--- config.mk ---
export PLATFORM = sky130hd
export DESIGN_NAME = cc_branch_unit
export DESIGN_NICKNAME = d
export VERILOG_FILES = /design/src/rtl/cc_branch_pkg.sv /design/src/rtl/bicc_cond_eval.sv /design/src/rtl/cc_branch_unit.sv
export SDC_FILE = /design/constraint.sdc
export NUM_CORES = 1
export LEC_CHECK = 0
export ABC_AREA = 0
export CORE_AREA = 5 5 42 44
export DETAILED_ROUTE_END_ITERATION = 6
export DIE_AREA = 0 0 47 49
export PLACE_DENSITY = 0.7
export RECOVER_POWER = 25
export SYNTH_ARGS = -nofsm -noshare
export SYNTH_HDL_FRONTEND = slang
export SYNTH_HIERARCHICAL = 1
export SYNTH_SLANG_ARGS = --single-unit
--- constraint.sdc ---
create_clock -name clk -period 2.8 [get_ports clk]
set_input_delay 0.42 -clock clk [delete_from_list [all_inputs] [get_ports clk]]
set_output_delay 0.42 -clock clk [all_outputs]
set_load 0.02 [all_outputs]
--- src/rtl/cc_branch_pkg.sv ---
// Shared definitions for the integer condition-code / Bicc branch unit.
//   - Bicc cond field encodings (BN..BVC)
//   - branch FSM state encoding
//   - bit positions of the {Z,N,C,V} flags inside the 4-bit flag vector
package cc_branch_pkg;

  // Bicc cond field encodings; 8..F are the complements of 0..7
  localparam logic [3:0] COND_BN   = 4'h0;
  localparam logic [3:0] COND_BE   = 4'h1;
  localparam logic [3:0] COND_BLE  = 4'h2;
  localparam logic [3:0] COND_BL   = 4'h3;
  localparam logic [3:0] COND_BLEU = 4'h4;
  localparam logic [3:0] COND_BCS  = 4'h5;
  localparam logic [3:0] COND_BNEG = 4'h6;
  localparam logic [3:0] COND_BVS  = 4'h7;
  localparam logic [3:0] COND_BA   = 4'h8;
  localparam logic [3:0] COND_BNE  = 4'h9;
  localparam logic [3:0] COND_BG   = 4'hA;
  localparam logic [3:0] COND_BGE  = 4'hB;
  localparam logic [3:0] COND_BGU  = 4'hC;
  localparam logic [3:0] COND_BCC  = 4'hD;
  localparam logic [3:0] COND_BPOS = 4'hE;
  localparam logic [3:0] COND_BVC  = 4'hF;

  // Flag bit indices, matching the ALU flag output ordering
  localparam int unsigned FLAG_Z = 3;
  localparam int unsigned FLAG_N = 2;
  localparam int unsigned FLAG_C = 1;
  localparam int unsigned FLAG_V = 0;

  // Delay-slot tracking FSM
  typedef enum logic [1:0] {
    StNormal    = 2'd0,
    StDelaySlot = 2'd1,
    StAnnulSlot = 2'd2
  } br_state_e;

endpackage

--- src/rtl/bicc_cond_eval.sv ---
// Purely combinational Bicc condition evaluator.
// Ports:
//   cond     in  4  Bicc cond field
//   icc_eff  in  4  effective condition codes {Z,N,C,V}
//   taken    out 1  condition holds
module bicc_cond_eval
  import cc_branch_pkg::*;
(
  input  logic [3:0] cond,
  input  logic [3:0] icc_eff,
  output logic       taken
);

  logic z, n, c, v;

  always_comb begin
    z = icc_eff[FLAG_Z];
    n = icc_eff[FLAG_N];
    c = icc_eff[FLAG_C];
    v = icc_eff[FLAG_V];
  end

  always_comb begin
    taken = 1'b0;
    unique case (cond)
      COND_BN:   taken = 1'b0;
      COND_BE:   taken = z;
      COND_BLE:  taken = z | (n ^ v);
      COND_BL:   taken = n ^ v;
      COND_BLEU: taken = c | z;
      COND_BCS:  taken = c;
      COND_BNEG: taken = n;
      COND_BVS:  taken = v;
      COND_BA:   taken = 1'b1;
      COND_BNE:  taken = ~z;
      COND_BG:   taken = ~(z | (n ^ v));
      COND_BGE:  taken = ~(n ^ v);
      COND_BGU:  taken = ~(c | z);
      COND_BCC:  taken = ~c;
      COND_BPOS: taken = ~n;
      COND_BVC:  taken = ~v;
      default:   taken = 1'b0;
    endcase
  end

endmodule

--- src/rtl/cc_branch_unit.sv ---
// Integer condition-code register and Bicc branch resolver.
// Latches ALU flags for cc-setting instructions, resolves the Bicc in ID (with
// forwarding from EX) and tracks the delay slot for annul and DCTI detection.
// Optional feature: define CC_BRANCH_STATS_EN to add saturating taken/annul counters.
// Ports:
//   clk        in   1       clock, all state on posedge
//   reset      in   1       synchronous reset, active-high
//   alu_flags  in   FLAG_W  ALU flags {Z,N,C,V} of the EX instruction
//   cc_we      in   1       EX instruction writes icc
//   stall      in   1       pipeline hold, freezes all state
//   br_valid   in   1       Bicc present in ID
//   br_cond    in   COND_W  Bicc cond field
//   br_annul   in   1       Bicc annul bit
//   icc        out  FLAG_W  registered condition codes
//   br_taken   out  1       combinational taken decision
//   squash     out  1       delay-slot instruction must be annulled
//   dcti_err   out  1       1-cycle pulse: Bicc found in a live delay slot
//   taken_cnt  out  CNT_W   (stats only) saturating count of taken branches
//   annul_cnt  out  CNT_W   (stats only) saturating count of annulled slots
module cc_branch_unit
  import cc_branch_pkg::*;
#(
  parameter int unsigned FLAG_W = 4,
  parameter int unsigned COND_W = 4
`ifdef CC_BRANCH_STATS_EN
  ,
  parameter int unsigned CNT_W  = 16
`endif
) (
  input  logic              clk,
  input  logic              reset,
  input  logic [FLAG_W-1:0] alu_flags,
  input  logic              cc_we,
  input  logic              stall,
  input  logic              br_valid,
  input  logic [COND_W-1:0] br_cond,
  input  logic              br_annul,
  output logic [FLAG_W-1:0] icc,
  output logic              br_taken,
  output logic              squash,
  output logic              dcti_err
`ifdef CC_BRANCH_STATS_EN
  ,
  output logic [CNT_W-1:0]  taken_cnt,
  output logic [CNT_W-1:0]  annul_cnt
`endif
);

  logic [FLAG_W-1:0] icc_q;
  logic [FLAG_W-1:0] icc_eff;
  br_state_e         state_q;
  logic              dcti_err_q;
  logic              cond_true;
  logic              annul;

  // Forward the EX flags so a cc-setter followed by a Bicc needs no bubble
  always_comb begin
    icc_eff = cc_we ? alu_flags : icc_q;
  end

  bicc_cond_eval u_cond_eval (
    .cond    (br_cond),
    .icc_eff (icc_eff),
    .taken   (cond_true)
  );

  // BA,a annuls even though taken; every other ",a" annuls only when untaken
  always_comb begin
    annul    = br_annul & (~cond_true | (br_cond == COND_BA));
    // Only a Bicc decoded in NORMAL is a real branch; slot-resident ones are ignored
    br_taken = br_valid & ~stall & (state_q == StNormal) & cond_true;
  end

`ifdef CC_BRANCH_STATS_EN
  logic [CNT_W-1:0] taken_cnt_q;
  logic [CNT_W-1:0] annul_cnt_q;
`endif

  always_ff @(posedge clk) begin
    if (reset) begin
      icc_q      <= '0;
      state_q    <= StNormal;
      dcti_err_q <= 1'b0;
`ifdef CC_BRANCH_STATS_EN
      taken_cnt_q <= '0;
      annul_cnt_q <= '0;
`endif
    end else if (stall) begin
      // Everything holds except the error pulse, which must not stretch
      dcti_err_q <= 1'b0;
    end else begin
      if (cc_we) begin
        icc_q <= alu_flags;
      end
      dcti_err_q <= br_valid & (state_q == StDelaySlot);
      unique case (state_q)
        StNormal: begin
          if (br_valid) begin
            state_q <= annul ? StAnnulSlot : StDelaySlot;
          end
        end
        StDelaySlot: state_q <= StNormal;
        StAnnulSlot: state_q <= StNormal;
        default:     state_q <= StNormal;
      endcase
`ifdef CC_BRANCH_STATS_EN
      if (br_taken && (taken_cnt_q != '1)) begin
        taken_cnt_q <= taken_cnt_q + 1'b1;
      end
      if ((state_q == StNormal) && br_valid && annul && (annul_cnt_q != '1)) begin
        annul_cnt_q <= annul_cnt_q + 1'b1;
      end
`endif
    end
  end

  always_comb begin
    icc      = icc_q;
    squash   = (state_q == StAnnulSlot);
    dcti_err = dcti_err_q;
  end

`ifdef CC_BRANCH_STATS_EN
  always_comb begin
    taken_cnt = taken_cnt_q;
    annul_cnt = annul_cnt_q;
  end
`endif

endmodule

[After elaboration in Yosys (flattened, before gate mapping)]
Cells that the tools add are included.
Cells by class
  shift-type cells: 0
  magnitude comparators: 0
  divide/modulo/power cells: 0
  bitwise logic cells: 18
  multiply operators: 0
  add/subtract/negate cells: 0
  mux-type cells: 5
  equal/unequal tests: 18
  reduce and logical (&&, ||, !) cells: 4
Operators by type and width (count)
  $eq A4 B4 Y1 const B: 8
  $eq A4 B3 Y1 const B: 4
  $pmux W1 S16: 1
  $not A1 Y1: 9
  $eq A4 B2 Y1 const B: 2
  $mux W2: 3
  $and A1 B1 Y1: 5
  $eq A4 B1 Y1 const B: 1
  $logic_not A4 Y1: 1
  $mux W4: 1
  $or A1 B1 Y1: 3
  $eq A2 B1 Y1 const B: 1
  $eq A2 B2 Y1 const B: 1
  $logic_not A2 Y1: 1
  $ne A2 B2 Y1 const B: 1
  $reduce_and A2 Y1: 1
  $reduce_or A2 Y1: 1
  $xor A1 B1 Y1: 1
Word-level totals
  memories: 0
  bits in writable memories: 0
  bits in read-only memories: 0
  output and inout bits: 7
  logic and storage cells: 48
  bits of input ports: 14
  bits in latches: 0
  bits in registers: 7

[Logic depth before layout (Yosys ltp)]
  depth after elaboration: 11
  gate-level depth with buffers: 8

[Hierarchy]
The synthesis kept the hierarchy.
By module, submodules not included
  cc_branch_unit: sequential area each 140.1 um^2, cells an instance 34, times used 1, area an instance 366.6 um^2
  bicc_cond_eval: sequential area each 0.0 um^2, cells an instance 11, times used 1, area an instance 82.6 um^2

[Worst setup path before layout]
Ideal clock, no wire load.
  path kind: in2out
  from: in cc_we
  to: out br_taken
  stages: 6
  arrival time: 1.567 ns
  data required time: 2.380 ns
  buffers on the path: 0
  path slack: 0.813 ns
  cell sequence: mux2_2 -> xor2_1 -> o21ai_0 -> a21oi_2 -> xor2_1 -> and2_2
Between the ends
  word-level cells in the longest chain between the ends: 6
  elaborated cells between the ends (all ways): 13
  classes of those cells: mux (2); bitwise (11)
RTL lines
  start, declared: line cc_branch_unit.sv:33  | input logic cc_we,
  $mux W4 (*)
  $xor A1 B1 Y1
  $or A1 B1 Y1: line bicc_cond_eval.sv:28, bicc_cond_eval.sv:36
  $not A1 Y1: line bicc_cond_eval.sv:36  | COND_BG: taken = ~(z | (n ^ v));
  $pmux W1 S16 (*): line bicc_cond_eval.sv:25  | unique case (cond)
  net cond_true: line cc_branch_unit.sv:53  | logic cond_true;
  $and A1 B1 Y1 (*): line cc_branch_unit.sv:71  | br_taken = br_valid & ~stall & (state_q == StNormal) & cond_true;
  end, declared: line cc_branch_unit.sv:39  | output logic br_taken,
The timed path passes the listed nets; every way through them passes the cells marked *.

[Worst setup path after layout]
  from: in alu_flags[0]
  to: out br_taken
Between the ends
  word-level cells in the longest chain between the ends: 6
  elaborated cells between the ends (all ways): 8
  classes of those cells: mux (2); bitwise (6)
RTL lines
  start, declared: line cc_branch_unit.sv:32  | input logic [FLAG_W-1:0] alu_flags,
  $mux W4 (*)
  net icc_eff[0]: line cc_branch_unit.sv:50  | logic [FLAG_W-1:0] icc_eff;
  $xor A1 B1 Y1
  $or A1 B1 Y1: line bicc_cond_eval.sv:28, bicc_cond_eval.sv:36
  $not A1 Y1: line bicc_cond_eval.sv:36
  $pmux W1 S16 (*): line bicc_cond_eval.sv:25
  net cond_true: line cc_branch_unit.sv:53
  $and A1 B1 Y1 (*): line cc_branch_unit.sv:71
Marks and branches as above.

==> reports/qor.txt <==
register bit total from synthesis: 7
Core Rows: 14
Worst VDD drop: 0.000201 V
Post-Synth Simple-Gate Area: 0.245
Detailed Routing Iterations Pass 1: 2
Die Area: 2300 µm²
Most used DFF post-synth: dfxtp_1
Pins Over Slew Limit: 0
DR DRC count: 0
post-synthesis net count: 59
WL final: 1030 µm
RR Startpoint: icc[0]$_SDFFE_PP0N_
Synth top area share: 0.312
Max-cap violations: 0
Top cell by count, worst path: xor2_1
Crit. Startpoint: alu_flags[0]
clock skew: 7.20 ps
Area Growth Syn to Fin: 57.4%
Worst slew margin: 0.694
number of global-route vias before repair: 360
most frequent cell after synthesis: dfxtp_1
num ports: 21
diode count: 0
EDFF count, synth: 0
post-synthesis mux area share: 0.212
largest cells by area after synthesis: dfxtp_1 (31%), mux2i_1 (11%), mux2_2 (10%)
compound-cell area share of the yosys netlist: 0.150
Clock Pin Slew Worst Setup and Hold Paths: 50 ps
Final Setup Violations: 0
RSZ-0062 raised after global routing: no
Design Power: 0.000286 W
Nets: 86
period utilisation layout: 0.901
Worst-Skew Late Latency: 250 ps
Min Hold Slack: 511 ps
Routed Antenna Nets: 0
Syn Inst Count: 45
Die Ht: 49 µm
Pleak: 0.284 nW
Max Freq: 0.396 GHz
WL met1: 464 µm
nature of the critical path startpoint: primary input
Starting Density: 0.321
xor-xnor portion of the synthesized cell area: 0.0390
final core utilization: 0.504
vias: 416
Mean Syn Cell Area: 9.98 µm²
drt wl/cell: 11.9 µm
CTS Buf Count: 3
Worst EP required: 2380 ps
Worst path slowest cell: clkdlybuf4s50_1
GR Overflow Total: 0
Setup crit end kind: output pin
CTS tree: done
RD Place Congestion: 0.643
largest family of logic cells by synthesized area: simple AND/OR/NAND/NOR gates
register area share after synthesis: 0.312
critical path, cell by cell: clkdlybuf4s50_1 > mux2_2 > xor2_1 > o21ai_1 > a21oi_2 > xor2_1 > and2_2 > clkdlybuf4s15_2
Synth Area in Adders: 0
die width: 47 µm
core area: 1400 µm²
PortBufs: 20
Bufs and invs on worst path: 2
antenna violations before repair: 0
CTS max path bufs: 2
Met3 Wirelength: 71 µm
final hold violation count: 0
CTS Root Cell: clkbuf_4
Final min period: 2520 ps
fraction of registers with async set or reset after synthesis: 0
Crit path largest cell delay: 390 ps
CP Class: primary input to output pin
first-pass GRT wire length: 1610 µm
Area after DPL: 673 µm²
Num Clock Sinks: 7
Initial DRC Count: 1
H-tree levels: 1
gr usage total: 0.0973
PD cells: 404 nW/µm²
Synth Warn #: 6
Synth area leader: dfxtp_1
top layer in use: met3
family with the most delay on the worst path: buffers and inverters
Hold/Removal Path Class: register to register
post-route cell area: 707 µm²
via/cell ratio: 4.78
Mapped Area: 449 µm²
Cell variety after synth: 23
Synth top cells by count: dfxtp_1 (7), mux2i_1 (5), nor2_1 (5), mux2_2 (4)
ratio of cells with drive above 1 in the final layout: 0.225
wire length on met2: 498 µm
hold buffers post-CTS: 0
WP data arrival: 2100 ps
Hold Crit Start: state_q[1]$_SDFFE_PP0P_
Least-Margin Pin Slew: 459 ps
status: completed
Max Fanout on Critical Path: 3
largest net degree at the start of global routing: 9
## layout make-up
class	count	area [µm²]
fillers	143	694
multi-input cells	35	290
repair buffers	23	223
flip-flops and latches	7	140
clock buffers	4	26.3
well taps	16	20.0
inverters	2	7.51
## logic make-up (layout without fill, tap and decap cells)
| group | count (synthesis) | after routing |
|---|---|---|
| DFF | 7 | 7 |
| xor gates and xnor gates | 2 | 2 |
| muxes | 9 | 9 |
| AOI/OAI and AO/OA | 8 | 8 |
| and+or+nand+nor | 16 | 16 |
| buffers and inverters | 3 | 29 |
## where the power goes
group | total [W] | internal (W) | switching, W
sequential | 0.000109 | 0.000104 | 0.00000443
clock | 0.0000948 | 0.0000546 | 0.0000402
combinational | 0.0000825 | 0.0000476 | 0.0000349
total | 0.000286 | 0.000206 | 0.0000795
## placed cells by master, fill, tap and decap left out
master	synthesis	final
o2111a_1	1	1
nor4b_4	1	1
a311oi_2	1	1
a31oi_1	1	1
o21ai_1	0	1
dfxtp_1	7	7
mux2_2	4	4
a21oi_1	1	1
inv_1	2	2
nand4bb_1	1	1
buf_4	0	2
dlymetal6s2s_1	0	1
nand3_1	1	1
o211ai_1	1	1
nand2b_2	1	1
dlygate4sd3_1	0	1
nor2_1	5	5
and2_2	1	1
mux2i_1	5	5
xor2_1	2	2
nor4b_1	1	1
nand2b_1	1	1
nor2b_1	2	2
nand2_1	2	2
clkdlybuf4s50_1	0	17
clkdlybuf4s15_2	0	1
clkbuf_4	0	3
a21oi_2	2	2
clkbuf_1	0	2
## state kept, by name, summed over array words and instances (netlist names)
name	flops
dcti_err	1
icc	4
state_q	2
## worst reg2reg max path, delay by kind of cell, from the launching register on
family | cells | cell delay, ps
xor+xnor | 2 | 350
buf+inv | 2 | 170
mux | 1 | 290
compound gates | 4 | 510
flops | 1 | 320
## per-layer routing
layer / track usage / vias to the layer above
met5: 0 / -
met4: 0.0553 / 0
met3: 0.0221 / 0
met2: 0.127 / 11
met1: 0.141 / 189
li1: - / 216
## through the flow
stage | worst slack (ps) | cells | setup TNS (ps)
floorplan | 813 | 45 | 0
global placement | -374 | 82 | -374
detailed placement | -399 | 82 | -399
CTS | 15.7 | 87 | 0
global route | 178 | 87 | 0
finish | 277 | 87 | 0
## path summary, 6_finish.rpt
check	endpoint	slack [ps]	depth (start not counted)
worst max register to register	state_q[1]$_SDFFE_PP0P_	1040	9
worst min-delay path	state_q[1]$_SDFFE_PP0P_	510	2
worst max-delay path	br_taken	280	8
worst min register to register	state_q[1]$_SDFFE_PP0P_	510	2
## what timing repair did
action	in CTS	in global routing
pin swaps	1	0
cloned	0	0
resized for setup	4	1
setup buffers	1	0
endpoints found under the setup margin	1	1
Note: power is estimated with default switching activity, not from simulation.
==> RTL change 1: new RTL, same flow settings <==
Put a register stage on the output `dcti_err`, with the module's reset. The value now appears one clock later. The other outputs are not delayed to match. Comments in the files are not updated.
--- a/src/rtl/cc_branch_unit.sv
+++ b/src/rtl/cc_branch_unit.sv
@@ -45,6 +45,8 @@
   output logic [CNT_W-1:0]  annul_cnt
 `endif
 );
+
+  logic dcti_err_d;
 
   logic [FLAG_W-1:0] icc_q;
   logic [FLAG_W-1:0] icc_eff;
@@ -117,7 +119,7 @@
   always_comb begin
     icc      = icc_q;
     squash   = (state_q == StAnnulSlot);
-    dcti_err = dcti_err_q;
+    dcti_err_d = dcti_err_q;
   end
 
 `ifdef CC_BRANCH_STATS_EN
@@ -127,5 +129,13 @@
   end
 `endif
 
+  always_ff @(posedge clk) begin
+    if (reset) begin
+      dcti_err <= '0;
+    end else begin
+      dcti_err <= dcti_err_d;
+    end
+  end
+
 endmodule
 
Function: changed (Yosys sat finds a counterexample within 4 cycles, from zero or initial values and one cycle with reset high).
==> RTL change 1 against the unedited design <==
Power grew 4.2%; sequential power is 13% higher; sequential cell count up 1; first-iteration DRC count stayed put; setup slack improved by 0.012 ns; combinational power up 1%; area after synthesis grew 6.7%; critical path depth stayed put; die area unchanged; cell area rose by 4.2%; final cell count up 2.3%; routed wire length is 6.4% higher; via count up 1.7%; critical path type unchanged; largest power group unchanged; highest routed layer is now met4.
==> RTL change 1: results (changes against the unedited design) <==
[clocking] number of buffers created by CTS 3 [unchanged]
[clocking] buffer levels on the longest clock path 2 [unchanged]
[logic_synthesis] fraction of registers with async set/reset 0% [unchanged]
[logic_synthesis] top cells by instance count after synthesis dfxtp_1, mux2i_1, nor2_1, mux2_2, nor2b_1
[clocking] number of H-tree levels 1 [unchanged]
[setup_path] capturing instance or port of the critical path br_taken
[placed_design] worst slack at placement -0.3250 ns [+0.07394 ns]
[placed_design] area of placed instances 714.4 sq um [+6.1%]
[logic_synthesis] distinct cell type count after synthesis 24 [+4.3%]
[setup_path] biggest fanout along the worst timing path 3 [unchanged]
[finish] layout cell share with drive strength beyond 1 23.29% [+0.75 points]
[global_route] pin count of the biggest net entering global routing 9 [unchanged]
[placed_design] HPWL after detailed placement 849.3 um
[clocking] clock latency on the worst-skew pair 0.26 ns
[power_and_ir_drop] reported leakage power 0.2985 nW [+5.0%]
[status] run status finished, final reports clean
[setup_path] path depth of the worst reg2reg path 9 [unchanged]
[setup_path] flop2flop setup slack 1.04 ns [about the same]
[detailed_routing] number of search-and-repair iterations in the first detailed-routing pass 3 [+1]
[clocking] Root Buffer Master clkbuf_4
[clocking] setup fix buffers added after clock tree synthesis 0 [-1]
[clocking] clk slew on worst S/H paths 0.05 ns [about the same]
[finish] number of diodes 0 [unchanged]
[finish] number of inserted filler cells in the final layout 138 [-3.5%]
[finish] final layout net count 89 [+3.5%]
[setup_path] biggest cell delay along the critical path 0.39 ns [about the same]
[logic_synthesis] leading post-synthesis cells by cell area dfxtp_1, mux2i_1, mux2_2, nor4b_4, nor2_1
[logic_synthesis] sequential share of the synthesized area 33.42% [+2.2 points]
[detailed_routing] wire length per cell after detailed routing 12.35 um [+4.0%]
[global_route] Overall Global Routing Usage 9.866% [+0.13 points]
[setup_path] CP Launch Point alu_flags[0]
[timing] worst setup skew after layout 0.004095 ns [-0.003108 ns]
[hold_path] Tightest Hold Check Type reg -> reg
[setup_path] Critical-path top delay cell clkdlybuf4s50_1
[setup_path] cell family contributing the most delay on the critical path buffers and inverters
[detailed_routing] drt initial violations 1 [unchanged]
[setup_path] Data arrival, critical path 2.09 ns
[detailed_routing] post-detailed-route via-to-cell ratio 4.753 [-0.60%]
[logic_synthesis] number of warnings printed during yosys synthesis 6 [unchanged]
[timing] Slew HR 68.83% [-0.57 points]
[placed_design] routability congestion estimate from global placement 0.7521 [+17%]
[global_route] global-route wire length before repair 1559 um [-3.0%]
[logic_synthesis] syn_nets 62 [+5.1%]
[global_route] number of antenna violations at the first check in global routing 0 [unchanged]
[timing] time the worst path needs with I/O delays and setup 2.510 ns [-0.01231 ns]
[setup_path] critical register-to-register path startpoint icc[2]
[finish] max reg flops 4 [unchanged]
[placed_design] number of input and output port buffers inserted 20 [unchanged]
[power_and_ir_drop] worst IR drop on VDD 0.0001581 V [-21%]
[global_route] vias in the first global route 357 [-0.83%]
[setup_path] end of the worst register-to-register path state_q[1]
[RTL change 1: changes by cell type after synthesis]
cell,unedited run,this run
dfxtp_1,7,8
nor2b_1,2,3
clkbuf_1,0,1
[RTL change 1: cell families after synthesis]
kind of cell,synth area share [%]
compound gates,14.10
xor+xnor,3.656
buf+inv,4.699
flops,33.42
mux,19.84
simple gates,24.28
[RTL change 1: worst min path at each step]
stage                from  endpoint  slack (ns)  cells past startpoint
2_1_floorplan  dcti_err_d  dcti_err        0.41                      1
3_3_place_gp   dcti_err_d  dcti_err        0.42                      1
3_5_place_dp   dcti_err_d  dcti_err        0.44                      1
4_1_cts        dcti_err_d  dcti_err        0.45                      1
5_1_grt        dcti_err_d  dcti_err        0.46                      1
6_report       dcti_err_d  dcti_err        0.44                      1
[RTL change 1: layer usage]
| metal | routed length, um | global-route usage (%) | vias up |
|---|---|---|---|
| met4 | 42 | 9.677 | 0 |
| met1 | 505 | 12.78 | 179 |
| met2 | 479 | 12.44 | 16 |
| met5 | 0 | 0 | - |
| li1 | - | - | 222 |
| met3 | 71 | 2.214 | 6 |
[RTL change 1: timing repair]
item                                    CTS  global route
gates resized for setup                   3             2
endpoints found under the setup margin    1             1
pin swaps                                 0             1
[RTL change 1: metrics by stage]
step                util, %  cells  hold WS (ns)  TNS, ns  total power, W
floorplan                 -     48        0.4138        0       0.0001691
global placement      50.98     86        0.4221  -0.3417       0.0002090
detailed placement    50.98     86        0.4379  -0.3250       0.0002103
CTS                   52.68     89        0.4506        0       0.0003024
global route          52.59     89        0.4623        0       0.0003179
finish                52.59     89        0.4388        0       0.0002979
[RTL change 1: where the power goes]
part	total, W	internal [W]	switching (W)
sequential	0.000123	0.000119	0.00000444
combinational	0.0000833	0.0000481	0.0000352
clock	0.0000915	0.0000493	0.0000423
[RTL change 1: final cells by class]
type	count	share of cell area, %
repair buffers	24	31.24
well taps	16	2.716
clock buffers	3	3.056
inverters	2	1.019
multi-input cells	36	40.24
flip-flops and latches	8	21.73
==> RTL change 2: new RTL, same settings <==
Without the edit above. Re-encode `br_state_e` (3 states) as one-hot, 3 bits wide.
--- a/src/rtl/cc_branch_pkg.sv
+++ b/src/rtl/cc_branch_pkg.sv
@@ -29,10 +29,10 @@
   localparam int unsigned FLAG_V = 0;
 
   // Delay-slot tracking FSM
-  typedef enum logic [1:0] {
-    StNormal    = 2'd0,
-    StDelaySlot = 2'd1,
-    StAnnulSlot = 2'd2
+  typedef enum logic [2:0] {
+    StNormal    = 3'b001,
+    StDelaySlot = 3'b010,
+    StAnnulSlot = 3'b100
   } br_state_e;
 
 endpackage
Check against the original RTL: no difference found for any inputs over 10 cycles, from zero or initial values and one cycle with reset high; not proved beyond that.
==> RTL change 2 against the unedited design <==
Power is 3.7% higher; largest cell class unchanged; fmax down 0.80%; final cell count up 6.9%; area after synthesis rose by 9.2%; routed wire length grew 11%; setup slack lost 0.020 ns; global-route usage grew 2.1 points; sequential cell count up 1; cell area is 6.4% higher; count of clock-buffer cells in the layout fell by 1.
==> RTL change 2: results (changes against the unedited design) <==
[power_and_ir_drop] worst IR drop on VDD 0.0002219 V [+10%]
[logic_synthesis] share of the synthesized netlist area taken by xor and xnor gates 3.571% [-0.33 points]
[finish] layout cell share with drive strength beyond 1 20.78% [-1.8 points]
[placed_design] area of placed instances 718.2 sq um [+6.7%]
[detailed_routing] number of search-and-repair iterations in the first detailed-routing pass 3 [+1]
[logic_synthesis] syn_nets 66 [+12%]
[placed_design] routability congestion estimate from global placement 0.7431 [+16%]
[timing] worst setup margin 0.2572 ns [-0.02022 ns]
[hold_path] launch point of the worst hold path state_q[2]
[global_route] Overall Global Routing Usage 11.85% [+2.1 points]
[logic_synthesis] leading post-synthesis cells by cell area dfxtp_1, mux2i_1, mux2_2, nor2_1, nor2b_1
[logic_synthesis] distinct cell type count after synthesis 26 [+13%]
[detailed_routing] drt initial violations 10 [+9]
[setup_path] flop2flop setup slack 1.09 ns [+0.05 ns]
[setup_path] CP Launch Point alu_flags[2]
[power_and_ir_drop] net switching power of the design 0.00007884 W [-0.82%]
[setup_path] critical register-to-register path startpoint icc[2]
[logic_synthesis] fraction of the mapped netlist area in compound gates 12.76% [-2.3 points]
[finish] Finished Layout Cells 93 [+6.9%]
[logic_synthesis] top cells by instance count after synthesis dfxtp_1, nor2_1, mux2i_1, mux2_2, nor2b_1
[power_and_ir_drop] pwr/cell area 394.5 nW/um^2 [-2.5%]
[logic_synthesis] synthesized area per cell 9.432 sq um [-5.5%]
[power_and_ir_drop] sequential share of power 41.9% [+3.9 points]
[placed_design] worst slack at placement -0.3589 ns [+0.03995 ns]
[placed_design] Cells after DPL 89 [+8.5%]
[status] run status finished, final reports clean
[global_route] global-route wire length before repair 1952 um [+21%]
[logic_synthesis] fraction of synthesized area in multiplexers 19.39% [-1.8 points]
[timing] worst setup skew after layout 0.001524 ns [-0.005679 ns]
[global_route] vias in the first global route 510 [+42%]
[detailed_routing] vias 475 [+14%]
[global_route] pin count of the biggest net entering global routing 12 [+3]
[power_and_ir_drop] power of the combinational group 0.0000856 W [+3.8%]
## RTL change 2: per-layer routing
metal	wire length (um)	vias to the layer above	GRT usage, %
li1	-	236	-
met1	459	223	12.80
met2	562	14	17.65
met3	114	2	7.380
met4	9	0	5.530
met5	0	-	0
## RTL change 2: timing repair
item | in CTS | in global routing
pin swaps | 0 | 1
gates resized for setup | 4 | 2
hold buffers | 0 | 0
gates cloned | 0 | 0
setup endpoints to repair | 1 | 1
endpoints found under the hold margin | 0 | 0
setup buffers | 0 | 1
## RTL change 2: worst max-delay path, cell delays in order
cell and delay [ns]:
clkdlybuf4s50_1 0.39, mux2_2 0.30, mux2i_1 0.15, o2111a_1 0.20, a21oi_2 0.04, xor2_1 0.18, and3_2 0.19, clkdlybuf4s15_2 0.25
## RTL change 2: area by class of cell
type / count / area (sq um)
fillers: 140 / 649.4
multi-input cells: 40 / 311.5
repair buffers: 24 / 230.2
flip-flops and latches: 8 / 160.2
clock buffers: 3 / 22.52
well taps: 16 / 20.02
inverters: 2 / 7.507
